## src/rtl/pipeline_ctrl_if.sv

```systemverilog
// Bundle of hazard-detection inputs and pipeline-control outputs for pipeline_ctrl.
// The slave modport is the controller's view; the master modport is the pipeline/driver view.
interface pipeline_ctrl_if #(
    parameter int CNT_W = 16
);
    logic [6:0]       id_opcode;
    logic [4:0]       id_rs1;
    logic [4:0]       id_rs2;
    logic [4:0]       ex_rd;
    logic             ex_mem_read;
    logic             branch_resolved;
    logic             branch_taken;
    logic             dmem_req;
    logic             dmem_ready;
    logic             pc_enable;
    logic             if_id_enable;
    logic             id_ex_enable;
    logic             ex_mem_enable;
    logic             if_id_flush;
    logic             id_ex_flush;
    logic [1:0]       state;
    logic [CNT_W-1:0] stall_cycles;
    logic [CNT_W-1:0] flush_events;

    modport slave (
        input  id_opcode, id_rs1, id_rs2, ex_rd, ex_mem_read,
               branch_resolved, branch_taken, dmem_req, dmem_ready,
        output pc_enable, if_id_enable, id_ex_enable, ex_mem_enable,
               if_id_flush, id_ex_flush, state, stall_cycles, flush_events
    );

    modport master (
        output id_opcode, id_rs1, id_rs2, ex_rd, ex_mem_read,
               branch_resolved, branch_taken, dmem_req, dmem_ready,
        input  pc_enable, if_id_enable, id_ex_enable, ex_mem_enable,
               if_id_flush, id_ex_flush, state, stall_cycles, flush_events
    );
endinterface

```

## src/rtl/pipeline_ctrl.sv

```systemverilog
// Five-stage pipeline hazard controller: memory-wait stalls, branch redirect
// flushes and load-use stalls, with saturating stall/flush performance counters.
// Handshake note: dmem_req/dmem_ready form a request/ready pair; a request with
// ready low freezes every pipeline register until ready rises.
module pipeline_ctrl #(
    parameter int CNT_W = 16
) (
    input  logic            clk,
    input  logic            rst,
    pipeline_ctrl_if.slave  bus
);
    localparam logic [1:0] RUN        = 2'b00;
    localparam logic [1:0] LOAD_STALL = 2'b01;
    localparam logic [1:0] FLUSH      = 2'b10;
    localparam logic [1:0] MEM_WAIT   = 2'b11;

    logic [1:0]       state_q, state_d;
    logic [CNT_W-1:0] stall_q, flush_q;
    logic             stall_inc, flush_inc;
    logic             mem_stall, redirect, load_use, uses_rs1, uses_rs2;

    // Hazard conditions decoded from the ID/EX/MEM stage inputs.
    always_comb begin
        mem_stall = bus.dmem_req && !bus.dmem_ready;
        redirect  = bus.branch_resolved && bus.branch_taken;
        uses_rs1  = !((bus.id_opcode == 7'b0110111) || (bus.id_opcode == 7'b0010111) ||
                      (bus.id_opcode == 7'b1101111));
        uses_rs2  = (bus.id_opcode == 7'b0110011) || (bus.id_opcode == 7'b0100011) ||
                    (bus.id_opcode == 7'b1100011);
        load_use  = bus.ex_mem_read && (bus.ex_rd != 5'd0) &&
                    ((uses_rs1 && (bus.ex_rd == bus.id_rs1)) ||
                     (uses_rs2 && (bus.ex_rd == bus.id_rs2)));
    end

    // Output/next-state decode; mem_stall outranks redirect, which outranks load_use.
    always_comb begin
        bus.pc_enable     = 1'b1;
        bus.if_id_enable  = 1'b1;
        bus.id_ex_enable  = 1'b1;
        bus.ex_mem_enable = 1'b1;
        bus.if_id_flush   = 1'b0;
        bus.id_ex_flush   = 1'b0;
        state_d           = RUN;
        stall_inc         = 1'b0;
        flush_inc         = 1'b0;
        if (!rst) begin
            bus.pc_enable     = 1'b0;
            bus.if_id_enable  = 1'b0;
            bus.id_ex_enable  = 1'b0;
            bus.ex_mem_enable = 1'b0;
            bus.if_id_flush   = 1'b1;
            bus.id_ex_flush   = 1'b1;
        end else if (mem_stall) begin
            bus.pc_enable     = 1'b0;
            bus.if_id_enable  = 1'b0;
            bus.id_ex_enable  = 1'b0;
            bus.ex_mem_enable = 1'b0;
            state_d           = MEM_WAIT;
            stall_inc         = 1'b1;
        end else if ((state_q == RUN) || (state_q == MEM_WAIT)) begin
            // FLUSH and LOAD_STALL fall through to defaults: hazards masked for that one cycle.
            if (redirect) begin
                bus.if_id_flush = 1'b1;
                bus.id_ex_flush = 1'b1;
                state_d         = FLUSH;
                flush_inc       = 1'b1;
            end else if (load_use) begin
                bus.pc_enable    = 1'b0;
                bus.if_id_enable = 1'b0;
                bus.id_ex_flush  = 1'b1;
                state_d          = LOAD_STALL;
                stall_inc        = 1'b1;
            end
        end
    end

    // State register and saturating counters; reset aborts any sequence without counting.
    always_ff @(posedge clk) begin
        if (!rst) begin
            state_q <= RUN;
            stall_q <= '0;
            flush_q <= '0;
        end else begin
            state_q <= state_d;
            if (stall_inc && (stall_q != {CNT_W{1'b1}})) begin
                stall_q <= stall_q + 1'b1;
            end
            if (flush_inc && (flush_q != {CNT_W{1'b1}})) begin
                flush_q <= flush_q + 1'b1;
            end
        end
    end

    assign bus.state        = state_q;
    assign bus.stall_cycles = stall_q;
    assign bus.flush_events = flush_q;
endmodule

```

## src/flat_wrapper.sv

```systemverilog
// flat-port wrapper written by rule: the top's interface ports become plain ports
module pipeline_ctrl_flat 
#(
    parameter int CNT_W = 16
)
  (clk, rst, bus_id_opcode, bus_id_rs1, bus_id_rs2, bus_ex_rd, bus_ex_mem_read, bus_branch_resolved, bus_branch_taken, bus_dmem_req, bus_dmem_ready, bus_pc_enable, bus_if_id_enable, bus_id_ex_enable, bus_ex_mem_enable, bus_if_id_flush, bus_id_ex_flush, bus_state, bus_stall_cycles, bus_flush_events);
  pipeline_ctrl_if #(.CNT_W(CNT_W)) bus_i ();
  input  logic clk;
  input  logic rst;
  input wire logic [$bits(bus_i.id_opcode)-1:0] bus_id_opcode;
  input wire logic [$bits(bus_i.id_rs1)-1:0] bus_id_rs1;
  input wire logic [$bits(bus_i.id_rs2)-1:0] bus_id_rs2;
  input wire logic [$bits(bus_i.ex_rd)-1:0] bus_ex_rd;
  input wire logic [$bits(bus_i.ex_mem_read)-1:0] bus_ex_mem_read;
  input wire logic [$bits(bus_i.branch_resolved)-1:0] bus_branch_resolved;
  input wire logic [$bits(bus_i.branch_taken)-1:0] bus_branch_taken;
  input wire logic [$bits(bus_i.dmem_req)-1:0] bus_dmem_req;
  input wire logic [$bits(bus_i.dmem_ready)-1:0] bus_dmem_ready;
  output wire logic [$bits(bus_i.pc_enable)-1:0] bus_pc_enable;
  output wire logic [$bits(bus_i.if_id_enable)-1:0] bus_if_id_enable;
  output wire logic [$bits(bus_i.id_ex_enable)-1:0] bus_id_ex_enable;
  output wire logic [$bits(bus_i.ex_mem_enable)-1:0] bus_ex_mem_enable;
  output wire logic [$bits(bus_i.if_id_flush)-1:0] bus_if_id_flush;
  output wire logic [$bits(bus_i.id_ex_flush)-1:0] bus_id_ex_flush;
  output wire logic [$bits(bus_i.state)-1:0] bus_state;
  output wire logic [$bits(bus_i.stall_cycles)-1:0] bus_stall_cycles;
  output wire logic [$bits(bus_i.flush_events)-1:0] bus_flush_events;
  assign bus_i.id_opcode = bus_id_opcode;
  assign bus_i.id_rs1 = bus_id_rs1;
  assign bus_i.id_rs2 = bus_id_rs2;
  assign bus_i.ex_rd = bus_ex_rd;
  assign bus_i.ex_mem_read = bus_ex_mem_read;
  assign bus_i.branch_resolved = bus_branch_resolved;
  assign bus_i.branch_taken = bus_branch_taken;
  assign bus_i.dmem_req = bus_dmem_req;
  assign bus_i.dmem_ready = bus_dmem_ready;
  assign bus_pc_enable = bus_i.pc_enable;
  assign bus_if_id_enable = bus_i.if_id_enable;
  assign bus_id_ex_enable = bus_i.id_ex_enable;
  assign bus_ex_mem_enable = bus_i.ex_mem_enable;
  assign bus_if_id_flush = bus_i.if_id_flush;
  assign bus_id_ex_flush = bus_i.id_ex_flush;
  assign bus_state = bus_i.state;
  assign bus_stall_cycles = bus_i.stall_cycles;
  assign bus_flush_events = bus_i.flush_events;
  pipeline_ctrl #(.CNT_W(CNT_W)) u_core (.clk(clk), .rst(rst), .bus(bus_i));
endmodule
```

## config.mk

```make
export PLATFORM = sky130hd
export DESIGN_NAME = pipeline_ctrl_flat
export DESIGN_NICKNAME = d
export VERILOG_FILES = /design/src/rtl/pipeline_ctrl_if.sv /design/src/rtl/pipeline_ctrl.sv /design/src/flat_wrapper.sv
export SDC_FILE = /design/constraint.sdc
export NUM_CORES = 1
export LEC_CHECK = 0
export BUFFER_PORTS_ARGS = -buffer_cell sky130_fd_sc_hd__buf_2
export CAP_MARGIN = 20
export CORE_MARGIN = 2
export CORE_UTILIZATION = 35
export DETAILED_ROUTE_END_ITERATION = 7
export PLACE_DENSITY = 0.57
export SLEW_MARGIN = 20
export SYNTH_ARGS = -nofsm -noshare
export SYNTH_HDL_FRONTEND = slang
export SYNTH_SLANG_ARGS = --single-unit
```

## constraint.sdc

```tcl
create_clock -name clk -period 4.05 [get_ports clk]
set_clock_uncertainty 0.15 [all_clocks]
set_input_delay 0.2025 -clock clk [delete_from_list [all_inputs] [get_ports clk]]
set_output_delay 0.2025 -clock clk [all_outputs]
set_load 0.005 [all_outputs]
```

==> run metrics, run 1 <==
status completed; Area contributors post-synth dfxtp_1, mux2i_1, nand2_1; vias per cell 5.01; EDFF count, synth 0; Fmax 415 MHz; drt drc 0; std cell rows 27; DIE AREA 6380 µm²; power per standard cell area 269 nW/µm²; worst hold start bus_branch_taken; hold slack 0.240 ns; P_sw 0.162 mW; largest net degree at the start of global routing 37; vias in the first global route 1814; RSZ-0062 raised after global routing no; Max stage delay cell, worst path a211o_1; number of warnings issued by yosys 0; Pint 0.506 mW; final max-slew violation count 0; origin of the critical flop-to-flop path u_core.bus.state[1]$_SDFF_PN0_; total vias in the final route 1940; Max-cap violations 0; Post-CTS Setup Repair Bufs 0; final instance area 2480 µm²; GRT Total Usage 15.4%; DPL Wire Length 3450 µm; # port buffers 68; Syn Nets 281; CTS buffer count 5; ys flop type dfxtp_1; die width 79.9 µm; register area share after synthesis 33.8%; final worst path period need 2.41 ns; Max stage delay on crit path 0.54 ns; die height 79.9 µm; H-Tree Depth 2; Worst Path Buf+Inv 2; WHS Endpoint u_core.bus.state[1]$_SDFF_PN0_; VDD IR max 0.000160 V; Seq cells post-synth 34; WL/cell 11.9 µm; mapped cell area 2020 µm²; WL met3 185 µm; post-route setup TNS 0 ns; post-CTS resize count 0; first-pass GRT wire length 7960 µm; Placer Congestion 0.790; share of cells above drive strength 1 25.7%; DRT antenna net count 0; Tot Pwr 0.668 mW; CTS tree done; Worst Reg2Reg Path Length in Cells 6; setup slack, reg-to-reg 1.74 ns; crit-path max FO 18; Leak Pwr 0.980 nW; Final nets 345; Sinks on Clock Net 34; post-route clock period utilization 59.5%; HP Class in2reg; share of the synthesized area in the top cell type 33.8%; Top Metal Used met4; DRT Pass-1 Iters 4; final setup violation count 0; Max-slew headroom 54.4%; Area Growth Syn to Fin 23.2%; Gate power share 10.1%; Antenna diodes 0; CTS Buffer Depth 2; critical path's top delay family simple AND/OR/NAND/NOR gates; gr ovfl total 0; WL final 4610 µm; Crit Path Class in2out; crit start category input pin; Worst-Margin Slew 0.680 ns; Worst Path Required 3.70 ns; Yosys cell types 43; Post-Place Cell Area 2390 µm²; hold buffers post-CTS 0; most frequent cells in the layout buf_2, nand2_1, dfxtp_1, nor2_1; M1 WL 2090 µm; Synth async-reset ratio 0%; WHS Path Cells 4; most used cell, CP buf_2; Switching Share 24.3%; Setup crit end kind output pin; clk_lat worst skew 0.28 ns; sequential share of power 51.0%; most common cell after layout, fill and taps aside buf_2; crit path DAT 2.06 ns; clock group share of total power 38.8%; critical path, cell by cell buf_2 -> or3b_1 -> nor4_1 -> nand4_1 -> a211o_1 -> and2_1 -> buf_2; I/O pins 69; Reg clk slew, reported paths 0.07 ns; final hold vios 0; met2 wire length 2280 µm; r2r endpoint u_core.bus.flush_events[12]$_SDFFE_PN0P_; clk root buf clkbuf_8; Initial Util 36.4%; Syn Inst Count 250; initial antenna violation count 0; area leader, netlist dfxtp_1; Syn Area/Cell 8.06 µm²; Core ar. 5540 µm²; number of DRC markers in iteration 0 112
==> synth_stat cells, drive strengths merged (4+ instances only) <==
| cell type | n |
|---|---|
| a21oi | 17 |
| mux2i | 15 |
| or4 | 6 |
| inv | 6 |
| buf | 4 |
| nand4 | 9 |
| and2 | 4 |
| xnor2 | 7 |
| dfxtp | 34 |
| or3 | 5 |
| nor3 | 5 |
| clkbuf | 8 |
| nand3 | 12 |
| xor2 | 13 |
| nor2 | 19 |
| nand2b | 17 |
| nand2 | 37 |
==> stage by stage <==
stage                     util, %  std cells  setup slack, ns
after floorplan                 -        250             1.89
after global placement       43.2        379             1.59
after detailed placement     43.2        379             1.53
after CTS                    44.8        387             1.63
after global routing         44.8        387             1.48
final                        44.8        387             1.64
==> layer usage <==
metal	global-route usage, %	vias up
met5	0	-
met4	4.07	0
met3	3.51	5
met2	27.8	36
met1	18.3	901
li1	-	998
==> tightest hold or removal path, cell delays in order <==
cell and delay [ns]:
buf_2 0.09, and2_1 0.19, nand2_1 0.08, a21oi_1 0.05
==> cell families (layout without fill, tap and decap cells) <==
group	after synthesis	after routing	synth area share [%]
AO/OA/AOI/OAI	34	34	11.9
XOR/XNOR	20	20	9.06
adder cells (fa/ha/maj)	2	2	1.24
buffers and inverters	19	84	4.34
flip-flops	34	34	33.8
multiplexers	15	15	7.45
AND/OR/NAND/NOR	126	126	32.3
==> sequential cells by signal, indices dropped and copies added, names as in the netlist <==
name	cells
u_core.bus.flush_events	16
u_core.bus.stall_cycles	16
u_core.bus.state	2
==> power groups by stage <==
stage / clock network, mW / registers, mW / logic [mW]
6_report: 0.259 / 0.341 / 0.0678
5_1_grt: 0.283 / 0.341 / 0.0768
4_1_cts: 0.271 / 0.341 / 0.0691
3_5_place_dp: 0 / 0.349 / 0.0689
3_3_place_gp: 0 / 0.349 / 0.0683
2_1_floorplan: 0 / 0.349 / 0.0403
==> how the worst max path moves through the flow <==
| stage | slack [ns] | to | cells after the start | from |
|---|---|---|---|---|
| floorplan | 1.89 | bus_pc_enable | 8 | bus_id_opcode[3] |
| global placement | 1.59 | u_core.bus.stall_cycles[8]$_SDFFE_PN0P_ | 7 | bus_id_opcode[3] |
| detailed placement | 1.53 | u_core.bus.stall_cycles[8]$_SDFFE_PN0P_ | 7 | bus_id_opcode[3] |
| CTS | 1.63 | bus_if_id_enable | 7 | bus_id_opcode[3] |
| global route | 1.48 | bus_if_id_enable | 7 | bus_id_opcode[3] |
| finish | 1.64 | bus_if_id_enable | 7 | bus_id_opcode[3] |
==> final cells by class <==
cell class	instances	area, µm²
sequential	34	681
clock buffer	7	86.3
clock inverter	1	5.00
inverter	7	26.3
timing repair buffer	69	348
tap	72	90.1
fill	589	3060
multi-input combinational	197	1250
Power figures use the tool's default switching activity.
==> run 2, diff against run 1 <==
--- a/config.mk
+++ b/config.mk
@@ -10,7 +10,7 @@
 export CORE_MARGIN = 2
 export CORE_UTILIZATION = 35
 export DETAILED_ROUTE_END_ITERATION = 7
-export PLACE_DENSITY = 0.57
+export PLACE_DENSITY = 0.59
 export SLEW_MARGIN = 20
 export SYNTH_ARGS = -nofsm -noshare
 export SYNTH_HDL_FRONTEND = slang
==> constraint.sdc (replaced) <==
create_clock -name clk -period 1.95 [get_ports clk]
set_clock_uncertainty 0.15 [all_clocks]
set_input_delay 0.0975 -clock clk [delete_from_list [all_inputs] [get_ports clk]]
set_output_delay 0.0975 -clock clk [all_outputs]
set_load 0.005 [all_outputs]
==> run metrics, run 2 (same netlist as run 1, synthesis figures left out) <==
Pint 1.21 mW; DRT antenna net count 0; total vias in the final route 2204; number of DRC markers in iteration 0 100; Final nets 401; Fmax 475 MHz; WL final 5670 µm; multi-input logic area 1430 µm²; Register Area 683 µm²; die height 79.9 µm; DRT Pass-1 Iters 4; critical path, cell by cell xnor2_2 -> nand4_1 -> or4_4 -> or4_4 -> xor2_2 -> nor2_1; Max-cap violations 0; Placer Congestion 0.901; std cell rows 27; DIE AREA 6380 µm²; Gate power share 13.1%; final std cells w/o fill 442; GRT Total Usage 18.6%; Worst-Margin Slew 0.550 ns; drt drc 0; crit start category flip-flop; post-route clock period utilization 108%; Max stage delay on crit path 0.52 ns; most used cell, CP or4_4; first-pass GRT wire length 9510 µm; gr ovfl total 0; HP Class in2reg; initial antenna violation count 0; # port buffers 68; DPL Wire Length 4030 µm; share of cells above drive strength 1 44.6%; status finished with violations; vias per cell 4.99; most frequent cells in the layout buf_2, buf_4, nand2_1, dfxtp_1, nor2_1; final instance area 3170 µm²; P_sw 0.360 mW; Crit Path Class reg2reg; WL/cell 12.8 µm; largest net degree at the start of global routing 24; CTS buffer count 5; Antenna diodes 0; Setup crit end kind flip-flop; Leak Pwr 1.32 nW; die width 79.9 µm; clk root buf clkbuf_8; I/O pins 69; Placed Instances 425; CTS Buffer Depth 2; Worst Path Required 1.97 ns; Core ar. 5540 µm²; number of fill cells 540; final core occ 57.2%; VDD IR max 0.000318 V; H-Tree Depth 2; Post-Place Cell Area 2740 µm²; RSZ-0062 raised after global routing yes; Area Growth Syn to Fin 57.3%; Max-slew headroom 63.1%; vias in the first global route 2201; power per standard cell area 497 nW/µm²; final worst path period need 2.11 ns; sequential share of power 44.8%; clk_lat worst skew 0.29 ns; crit-path max FO 2; final max-slew violation count 0; final setup violation count 7; final hold vios 0; CTS tree done; Max stage delay cell, worst path or4_4; setup ws final -0.155 ns; crit path DAT 2.12 ns; Initial Util 36.4%; setup slack, reg-to-reg -0.16 ns; dpl ws -0.218 ns; violated checks setup timing; Switching Share 22.9%; most common cell after layout, fill and taps aside buf_2; Reg clk slew, reported paths 0.07 ns; clock group share of total power 42.2%; Sinks on Clock Net 34
run 2: layer usage:
metal | part of all wire, % | GRT usage (%)
met2 | 51 | 33.2
met3 | 4.0 | 3.85
met4 | 2.2 | 7.12
met1 | 43 | 21.5
met5 | 0 | 0
run 2: layout make-up:
type                            count  area share (%)
Multi-Input combinational cell    197            45.1
Timing Repair Buffer              125            26.1
Sequential cell                    34            21.5
Tap cell                           72            2.84
Clock buffer                        6            2.60
Clock inverter                      1           0.947
Inverter                            7           0.829
run 2: worst max-delay path, delay by kind of cell (launching register included):
kind / cells / cell delay (ns)
flip-flops: 1 / 0.33
XOR/XNOR: 2 / 0.32
AND/OR/NAND/NOR: 4 / 1.18
run 2: metrics by stage:
stage	hold slack (ns)	setup TNS (ns)	power [mW]
after global routing	0.143	-1.52	1.64
final	0.135	-0.443	1.58
after detailed placement	0.335	-3.15	0.892
after global placement	0.315	-3.26	0.891
after CTS	0.128	-0.252	1.57
after floorplan	0.252	-0.195	0.808
run 2: power groups by stage:
stage | Sequential, mW | Clock, mW | Combinational (mW)
final | 0.705 | 0.665 | 0.206
after global routing | 0.705 | 0.712 | 0.227
after global placement | 0.721 | 0 | 0.170
after floorplan | 0.724 | 0 | 0.0838
after detailed placement | 0.721 | 0 | 0.172
after CTS | 0.705 | 0.677 | 0.186
run 2: timing repair:
action / in CTS / in global routing
setup buffers: 6 / 4
pin swaps: 5 / 16
hold buffers: 0 / 0
gates resized for setup: 14 / 39
setup endpoints to repair: 18 / 28
run 2: path summary, 6_finish.rpt:
| path | start | endpoint | cells past startpoint |
|---|---|---|---|
| hold reg to reg | u_core.bus.stall_cycles[15]$_SDFFE_PN0P_ | u_core.bus.stall_cycles[15]$_SDFFE_PN0P_ | 2 |
| setup / recovery | u_core.bus.state[0]$_SDFF_PN0_ | u_core.bus.flush_events[12]$_SDFFE_PN0P_ | 6 |
| hold / removal | rst | u_core.bus.stall_cycles[0]$_SDFFE_PN0P_ | 4 |
| setup reg to reg | u_core.bus.state[0]$_SDFF_PN0_ | u_core.bus.flush_events[12]$_SDFFE_PN0P_ | 6 |
==> run 3, diff against run 2 <==
--- a/config.mk
+++ b/config.mk
@@ -9,8 +9,9 @@
 export CAP_MARGIN = 20
 export CORE_MARGIN = 2
 export CORE_UTILIZATION = 35
+export CTS_BUF_LIST = sky130_fd_sc_hd__clkbuf_2 sky130_fd_sc_hd__clkbuf_4 sky130_fd_sc_hd__clkbuf_8
 export DETAILED_ROUTE_END_ITERATION = 7
-export PLACE_DENSITY = 0.59
+export PLACE_DENSITY = 0.57
 export SLEW_MARGIN = 20
 export SYNTH_ARGS = -nofsm -noshare
 export SYNTH_HDL_FRONTEND = slang
==> constraint.sdc (replaced) <==
create_clock -name clk -period 2 [get_ports clk]
set_clock_uncertainty 0.15 [all_clocks]
set_input_delay 0.1 -clock clk [delete_from_list [all_inputs] [get_ports clk]]
set_output_delay 0.1 -clock clk [all_outputs]
set_load 0.005 [all_outputs]
==> run metrics, run 3 (same netlist as run 1, synthesis figures left out) <==
status finished with violations; violated checks setup timing; post-route clock period utilization 102%; Max stage delay on crit path 0.52 ns; critical path's top delay family simple AND/OR/NAND/NOR gates; Worst Path Buf+Inv 0; GRT Total Usage 17.7%; drt drc 0; DRT Pass-1 Iters 4; power per standard cell area 465 nW/µm²; crit path DAT 2.06 ns; WL final 5420 µm; std cell rows 27; most common cell after layout, fill and taps aside buf_2; Sinks on Clock Net 34; most frequent cells in the layout buf_2, buf_4, nand2_1, dfxtp_1, nor2_1; Max-slew headroom 62.8%; Leak Pwr 1.25 nW; Antenna diodes 0; clk root buf clkbuf_8; Reg clk slew, reported paths 0.06 ns; H-Tree Depth 2; DPL Wire Length 4000 µm; Core ar. 5540 µm²; Worst-Margin Slew 0.554 ns; final hold vios 0; number of DRC markers in iteration 0 98; worst hold start bus_branch_taken; HP Class in2reg; WHS Path Cells 5; WL/cell 12.6 µm; r2r endpoint u_core.bus.flush_events[12]$_SDFFE_PN0P_; Max-cap violations 0; share of cells above drive strength 1 41.9%; initial antenna violation count 0; vias per cell 5.01; VDD IR max 0.000308 V; Final nets 389; I/O pins 69; final max-slew violation count 0; first-pass GRT wire length 9000 µm; Max stage delay cell, worst path or4_4; setup ws final -0.0471 ns; # port buffers 68; DRT antenna net count 0; setup slack, reg-to-reg -0.05 ns; vias in the first global route 2021; Initial Util 36.4%; Worst Reg2Reg Path Length in Cells 6; hold buffers post-CTS 0; final worst path period need 2.05 ns; die height 79.9 µm; crit-path max FO 2; RSZ-0062 raised after global routing yes; Fmax 489 MHz; multi-input logic area 1360 µm²; critical path, cell by cell xnor2_2 -> nand4_1 -> or4_4 -> or4_4 -> xor2_1 -> nor2_1; Crit Path Class reg2reg; hold slack 0.215 ns; final setup violation count 1; die width 79.9 µm; Area Growth Syn to Fin 46.4%; largest net degree at the start of global routing 35; most used cell, CP or4_4; WHS Endpoint u_core.bus.state[1]$_SDFF_PN0_; number of fill cells 574; clk_lat worst skew 0.28 ns; final std cells w/o fill 430; origin of the critical flop-to-flop path u_core.bus.state[0]$_SDFF_PN0_; Register Area 686 µm²; CTS buffer count 5; DIE AREA 6380 µm²; CTS Buffer Depth 2; gr ovfl total 0; CTS tree done; Worst Path Required 2.01 ns; total vias in the final route 2154; Setup crit end kind flip-flop; Placed Instances 418; Placer Congestion 0.860; crit start category flip-flop
==> run 3: stage by stage <==
stage / setup slack, ns / utilization [%] / power (mW) / cell area [µm²] / TNS [ns]
after floorplan: -0.145 / - / 0.788 / 2020 / -0.145
after global placement: -0.215 / 48.5 / 0.868 / 2690 / -3.21
after detailed placement: -0.261 / 48.5 / 0.870 / 2690 / -3.66
after CTS: -0.0511 / 50.8 / 1.39 / 2810 / -0.0566
after global routing: -0.183 / 53.3 / 1.45 / 2950 / -0.627
final: -0.0471 / 53.3 / 1.37 / 2950 / -0.0471
==> run 3: what timing repair did <==
item / in CTS / in global routing
endpoints found under the setup margin: 16 / 23
buffers inserted: 3 / 2
gates resized for setup: 6 / 30
pin swaps: 3 / 15
==> run 3: area by class of cell <==
class                   instances  share of cell area [%]
multi-input cells             197                    45.9
repair buffers                113                    24.0
flip-flops and latches         34                    23.2
well taps                      72                    3.05
clock buffers                   7                    2.84
inverters                       7                   0.891
==> run 3: layer usage <==
layer	global-route usage (%)	part of all wire, %
met5	0	0
met4	5.25	1.4
met3	3.73	4.4
met2	31.3	50
met1	21.4	44
==> run 3: worst register-to-register path, delay by kind of cell (launching register included) <==
family | cells | cell delay (ns)
and+or+nand+nor | 4 | 1.14
xor gates and xnor gates | 2 | 0.31
DFF | 1 | 0.34
==> run 3: power by group <==
group | internal (mW) | switching, mW | leakage (nW)
clock network | 0.267 | 0.234 | 0.0452
logic | 0.0921 | 0.0902 | 0.928
registers | 0.684 | 0.00432 | 0.276
total | 1.04 | 0.328 | 1.25
==> run 3: worst max path at each step <==
stage / start / end / slack [ns] / depth (start not counted)
detailed placement: bus_id_opcode[3] / u_core.bus.stall_cycles[14]$_SDFFE_PN0P_ / -0.26 / 8
finish: u_core.bus.state[0]$_SDFF_PN0_ / u_core.bus.flush_events[12]$_SDFFE_PN0P_ / -0.05 / 6
global placement: bus_id_opcode[3] / u_core.bus.stall_cycles[8]$_SDFFE_PN0P_ / -0.21 / 7
floorplan: u_core.bus.state[0]$_SDFF_PN0_ / u_core.bus.flush_events[12]$_SDFFE_PN0P_ / -0.14 / 7
global route: u_core.bus.state[0]$_SDFF_PN0_ / u_core.bus.flush_events[12]$_SDFFE_PN0P_ / -0.18 / 6
CTS: u_core.bus.state[0]$_SDFF_PN0_ / u_core.bus.flush_events[12]$_SDFFE_PN0P_ / -0.05 / 6
